File: src/rtl/instr_prefetch_buffer.sv
// Instruction prefetch buffer: fetches sequential words from a combinational
// instruction memory into a small FIFO. Optional feature macro: PREFETCH_PERF_CNT_EN.
module instr_prefetch_buffer #(
  parameter int          DEPTH     = 4,
  parameter logic [31:0] BASE_ADDR = 32'h0001_0000,
  parameter int          MEM_WORDS = 16384,
  parameter logic [31:0] RESET_PC  = 32'h0001_0000
) (
  input  logic        clk,
  input  logic        rst,
  input  logic        redirect_valid,
  input  logic [31:0] redirect_pc,
  output logic        out_valid,
  input  logic        out_ready,
  output logic [31:0] out_pc,
  output logic [31:0] out_instr,
  output logic        out_fault,
  output logic [13:0] imem_addr,
  input  logic [31:0] imem_rdata,
  output logic [31:0] perf_fetch_count
);

  localparam int PW = $clog2(DEPTH);
  localparam int CW = PW + 1;
  localparam logic [32:0] END_ADDR = {1'b0, BASE_ADDR} + 33'(4 * MEM_WORDS);
  localparam logic [31:0] NOP_INSTR = 32'h0000_0013;

  typedef enum logic [0:0] {FETCH, FAULTED} state_t;

  // Handshake: an entry transfers on a rising edge where out_valid && out_ready;
  // out_* hold steady while out_valid=1 and out_ready=0.

  state_t        state;
  logic [31:0]   fetch_pc;
  logic [PW-1:0] wr_ptr;
  logic [PW-1:0] rd_ptr;
  logic [CW-1:0] count;

  logic [31:0] pc_q    [DEPTH];
  logic [31:0] instr_q [DEPTH];
  logic        fault_q [DEPTH];

  logic [31:0] offset;
  logic        fault;
  logic        push;
  logic        pop;

  assign offset    = fetch_pc - BASE_ADDR;
  assign imem_addr = offset[15:2];

  assign fault = (fetch_pc[1:0] != 2'b00) || (fetch_pc < BASE_ADDR) ||
                 ({1'b0, fetch_pc} >= END_ADDR);

  assign out_valid = (count != '0);
  assign out_pc    = out_valid ? pc_q[rd_ptr]    : 32'h0;
  assign out_instr = out_valid ? instr_q[rd_ptr] : 32'h0;
  assign out_fault = out_valid ? fault_q[rd_ptr] : 1'b0;

  // A redirect suppresses both sides of the FIFO in its cycle.
  assign pop  = out_valid && out_ready && !redirect_valid;
  assign push = (state == FETCH) && !redirect_valid &&
                ((count < CW'(DEPTH)) || (out_valid && out_ready));

  always_ff @(posedge clk or posedge rst) begin
    if (rst) begin
      state    <= FETCH;
      fetch_pc <= RESET_PC;
      wr_ptr   <= '0;
      rd_ptr   <= '0;
      count    <= '0;
    end else if (redirect_valid) begin
      state    <= FETCH;
      fetch_pc <= redirect_pc;
      wr_ptr   <= '0;
      rd_ptr   <= '0;
      count    <= '0;
    end else begin
      if (push) begin
        wr_ptr <= wr_ptr + 1'b1;
        if (fault) state <= FAULTED;
        else       fetch_pc <= fetch_pc + 32'd4;
      end
      if (pop) rd_ptr <= rd_ptr + 1'b1;
      case ({push, pop})
        2'b10:   count <= count + 1'b1;
        2'b01:   count <= count - 1'b1;
        default: count <= count;
      endcase
    end
  end

  // Entry storage needs no reset: reads are masked while the FIFO is empty.
  always_ff @(posedge clk) begin
    if (push) begin
      pc_q[wr_ptr]    <= fetch_pc;
      instr_q[wr_ptr] <= fault ? NOP_INSTR : imem_rdata;
      fault_q[wr_ptr] <= fault;
    end
  end

`ifdef PREFETCH_PERF_CNT_EN
  always_ff @(posedge clk or posedge rst) begin
    if (rst) begin
      perf_fetch_count <= 32'h0;
    end else if (push && !fault && (perf_fetch_count != 32'hFFFF_FFFF)) begin
      perf_fetch_count <= perf_fetch_count + 32'd1;
    end
  end
`else
  assign perf_fetch_count = 32'h0;
`endif

endmodule

File: config.mk
export PLATFORM = sky130hd
export DESIGN_NAME = instr_prefetch_buffer
export DESIGN_NICKNAME = d
export VERILOG_FILES = /design/src/rtl/instr_prefetch_buffer.sv
export SDC_FILE = /design/constraint.sdc
export NUM_CORES = 1
export LEC_CHECK = 0
export ABC_AREA = 1
export ABC_CLOCK_PERIOD_IN_PS = 4400
export CAP_MARGIN = 0
export CORE_MARGIN = 10
export CORE_UTILIZATION = 55
export DETAILED_ROUTE_END_ITERATION = 6
export GPL_TIMING_DRIVEN = 0
export PLACE_DENSITY = 0.87
export SETUP_SLACK_MARGIN = 0.4
export SLEW_MARGIN = 30
export SYNTH_ARGS = -nofsm -noshare
export SYNTH_HDL_FRONTEND = slang
export SYNTH_SLANG_ARGS = --single-unit
File: constraint.sdc
create_clock -name clk -period 4.4 [get_ports clk]
set_input_delay 0.88 -clock clk [delete_from_list [all_inputs] [get_ports clk]]
set_output_delay 0.88 -clock clk [all_outputs]
set_load 0.1 [all_outputs]
==> results by stage <==
Layout:
- The final antenna diode count is 0.
- In the final layout, flip-flops and latches occupy 8810 µm².
- The footprint of the multi-input gates is 3350 µm².
- The layout has 1,580 filler cells.
- The proportion of layout cells with a drive suffix above 1 is 14.8%.
- The most common cell after layout, fill and taps aside is sky130_fd_sc_hd__nor2_1.
- After the last flow step, the layout net total stands at 1,496.
- The top cell types in the final layout, fill and taps aside, are sky130_fd_sc_hd__nor2_1, sky130_fd_sc_hd__edfxtp_1, sky130_fd_sc_hd__o21ai_0, sky130_fd_sc_hd__nand2_1, sky130_fd_sc_hd__clkdlybuf4s50_1.
- The growth of design area from synthesis to finish is 24.7%.
- The final cell count without fillers is 1,756.

GRT:
- The global-route wire length before repair is 50,900 µm.
- Global routing consumed, over all layers together, 21.0% of the routing resources.
- The maximum number of pins on one net before global-route repair is 25.
- The global route total overflow is 0.
- The number of global-route vias before repair came to 9,510.
- The initial antenna violation count came to 0.

Clock tree:
- Buffers added to address setup during post-CTS repair amount to 0.
- Counting along the longest clock path gives a buffer depth of 3.
- The root buffer cell is sky130_fd_sc_hd__clkbuf_16.
- The TritonCTS buffer count is 29.
- CTS built an H-tree with a depth of 1.
- Hold repair after CTS inserted 0 buffers.
- TritonCTS built the clock tree.
- Counting every sink on the clock net gives 300.
- After clock tree synthesis, the clock-pin slew on the worst setup and hold paths is 0.06 ns.
- The later pin in the worst-skew pair is clocked with a latency of 0.54 ns.

Yosys:
- The synthesized netlist devotes 15.3% of its cell area to simple gates.
- Summing the areas of all xor and xnor instances in the mapped netlist gives 0.408% of the synthesized area.
- The sequential-to-total area share from yosys stat is 68.4%.
- The biggest area consumer among synthesized cells is sky130_fd_sc_hd__edfxtp_1.
- The synthesis warning total is 0.
- The synthesized area per cell is 10.8 µm².
- The number of unique standard cell types used by synthesis is 29.
- By area the synthesized netlist is led by sky130_fd_sc_hd__edfxtp_1, sky130_fd_sc_hd__nor2_1, sky130_fd_sc_hd__dfrtp_1, sky130_fd_sc_hd__o21ai_0, sky130_fd_sc_hd__nand2_1.
- The synthesized netlist devotes 8.41% of its cell area to compound gates.
- Counting every instance in the synthesized netlist gives 1,197.
- The synthesized netlist devotes 0.738% of its cell area to adder and majority cells.
- The multiplexer share of the synthesized area is 0%.
- The total standard cell area after synthesis is 12,900 µm².
- The flip-flop and latch count after synthesis is 300.
- The synthesized design devotes to its leading area cell type 60.6% of total area.
- After synthesis, the largest family of logic cells by area is simple AND/OR/NAND/NOR gates.

Power:
- In this run the power density over the cells is 512 nW/µm².
- The share of total power in the clock network is 30.3%.
- In this run, flip-flops and latches consume 40.4% of the power.
- In this run the static leakage power is 6.34 nW.
- The worst-case IR drop observed on VDD is 0.000263 V.
- The internal power of the cells totals 5.16 mW.
- The switching portion of total power is 37.2%.
- In this run the power spent charging and discharging nets is 3.06 mW.
- Combinational cells account for 29.2% of the total power.

Die:
- The effective utilization at floorplan is 56.4%.
- The full die area is 29,900 µm².
- 180 I/O pins were placed.
- Row generation in the floorplan step produced 55 rows.
- In this run the horizontal extent of the chip is 173 µm.
- The floorplan core area is 22,800 µm².
- Measured along the y axis, the die boundary spans 173 µm.

Placed design:
- The congestion estimate from routability-driven global placement came to 0.921.
- The total instance count after detailed placement is 1,703.
- Port buffering added 147 buffers.
- The half-perimeter wire length after placement is 21,900 µm.

Route:
- The number of design rule violations left after detail routing is 5.
- The average routed wire per standard cell is 18.7 µm.
- The first routing iteration left 849 violations.
- The routed via count is 9,563.
- Before antenna repair, the detailed router went through 7 iterations.
- In this run the remaining antenna-violating nets after routing total 0.
- Dividing the detail-routed via count by the number of cells gives 5.45.
- The final wirelength is 32,900 µm.

Timing:
- The worst pin sits at a relative slew slack of 34.3%.
- Setup repair after global routing left no endpoint under its margin.
- Dividing the final minimum period by the clock period gives 89.4%.
- The post-route clock skew is 0.0175 ns.
- The hold violation count in the final report is 0.
- Across all hold checks on the routed design, the worst slack comes to 0.527 ns.
- Derived from the worst setup path, the maximum achievable clock frequency is 254 MHz.
- Setup violations remaining at the end of the flow were counted as 0.
- The minimum clock period is 3.93 ns.
- At the pin with the least slew margin, the transition time is 0.983 ns.
- The max-slew violation total from the final report is 0.

Setup path:
- The endpoint of the worst-slack reg-to-reg timing path is pc_q[2][6].
- Tracing the worst setup path back leads to its startpoint at rd_ptr[0].
- The depth of the most critical reg-to-reg path is 7.
- STA puts the critical path data required time at 3.52 ns.
- The startpoint type of the worst setup path is a flip-flop.
- The arrival time at the worst endpoint is 3.05 ns.
- The critical path is of the reg -> out type.
- The largest fanout of any net on the critical path is 10.
- STA classifies the critical path endpoint as a primary output.
- In this run the worst setup path terminates at out_pc[4].
- The startpoint identified for the worst register-to-register timing path is count[2].
- The setup slack on the worst flop-to-flop path is 2.04 ns.

Hold path:
- The worst hold path belongs to the class reg -> reg.

Outcome:
- The flow ran to the end, but the final reports show violations.
- The final reports fail on design-rule violations.

Run:
- Max-cap violations in this run came to 0.
[metal layers]
layer / track usage [%] / wire [µm]
met5: 0 / 0
met4: 7.08 / 764
met3: 4.53 / 3180
met2: 35.3 / 16100
met1: 26.5 / 12900
[worst max-delay path, stage by stage (launching register included)]
cell                            delay [ns]
sky130_fd_sc_hd__dfrtp_1              0.37
sky130_fd_sc_hd__buf_2                0.16
sky130_fd_sc_hd__inv_2                0.08
sky130_fd_sc_hd__buf_2                0.28
sky130_fd_sc_hd__clkbuf_1             0.42
sky130_fd_sc_hd__o21ai_0              0.17
sky130_fd_sc_hd__a21oi_1              0.16
sky130_fd_sc_hd__dlygate4sd2_1        0.88
[kinds of logic (layout without fill, tap and decap cells)]
| logic type | after synthesis | in the layout |
|---|---|---|
| simple gates | 491 | 491 |
| flops | 300 | 300 |
| compound gates | 216 | 216 |
| buf+inv | 176 | 391 |
| fa+ha+maj | 7 | 7 |
| xor+xnor | 6 | 6 |
| other cells | 1 | 32 |
[cell usage after synthesis]
cell type	count
sky130_fd_sc_hd__nor2_1	309
sky130_fd_sc_hd__edfxtp_1	260
sky130_fd_sc_hd__o21ai_0	145
sky130_fd_sc_hd__nand2_1	117
sky130_fd_sc_hd__a21oi_1	69
sky130_fd_sc_hd__inv_1	64
sky130_fd_sc_hd__buf_4	46
sky130_fd_sc_hd__nand3_1	45
sky130_fd_sc_hd__dfrtp_1	39
sky130_fd_sc_hd__clkbuf_1	27
sky130_fd_sc_hd__buf_2	22
sky130_fd_sc_hd__buf_1	14
sky130_fd_sc_hd__nand4_1	8
sky130_fd_sc_hd__ha_1	6
sky130_fd_sc_hd__nor2_2	5
sky130_fd_sc_hd__or2_2	3
sky130_fd_sc_hd__xnor2_1	3
sky130_fd_sc_hd__xor2_1	3
sky130_fd_sc_hd__inv_2	2
sky130_fd_sc_hd__buf_6	1
sky130_fd_sc_hd__conb_1	1
sky130_fd_sc_hd__dfstp_2	1
sky130_fd_sc_hd__fa_1	1
sky130_fd_sc_hd__nand2_2	1
sky130_fd_sc_hd__nand3b_1	1
sky130_fd_sc_hd__nand4_4	1
sky130_fd_sc_hd__nor2_4	1
sky130_fd_sc_hd__o21ai_1	1
sky130_fd_sc_hd__o21bai_1	1
[registers in the layout (all words and copies together) (netlist names)]
signal    cells
wr_ptr        2
pc_q        128
rd_ptr        2
state         1
instr_q     128
count         3
fault_q       4
fetch_pc     32
[worst min path at each step]
| stage | slack [ns] | end | cells after the start | startpoint |
|---|---|---|---|---|
| final | 0.53 | pc_q[3][1] | 0 | fetch_pc[1] |
| after global routing | 0.54 | pc_q[3][0] | 0 | fetch_pc[0] |
| after floorplan | 0.48 | pc_q[0][0] | 0 | fetch_pc[0] |
| after detailed placement | 0.51 | pc_q[1][0] | 0 | fetch_pc[0] |
| after CTS | 0.52 | pc_q[0][0] | 0 | fetch_pc[0] |
| after global placement | 0.49 | pc_q[2][1] | 0 | fetch_pc[1] |
[layout make-up]
type | instances | area share (%)
clock buffers | 37 | 5.01
repair buffers | 162 | 10.4
well taps | 313 | 2.44
clock inverters | 16 | 1.07
inverters | 66 | 1.54
flip-flops and latches | 300 | 54.8
plain buffers | 110 | 3.86
multi-input cells | 752 | 20.9
[power by group through the flow]
stage	sequential [mW]	clock, mW	combinational [mW]
6_report	3.32	2.50	2.41
4_1_cts	3.32	2.51	2.43
3_5_place_dp	3.38	0	2.49
2_1_floorplan	3.35	0	1.84
3_3_place_gp	3.38	0	2.42
5_1_grt	3.34	2.62	2.52
[stage by stage]
step           setup WS (ns)  TNS, ns  total power [mW]  util (%)  area, µm²
2_1_floorplan         -0.107   -27.89              5.19         -      13000
3_3_place_gp           -2.81  -697.11              5.81      65.1      14900
3_5_place_dp           0.589        0              5.87      66.8      15300
4_1_cts                0.245        0              8.26      71.0      16200
5_1_grt                0.401        0              8.47      70.3      16100
6_report               0.467        0              8.23      70.3      16100
[repair_timing]
item,4_1_cts,5_1_grt
endpoints found under the setup margin,62,42
gates cloned,0,0
resized for setup,106,73
endpoints found under the hold margin,0,0
(Power assumes the default switching activity.)
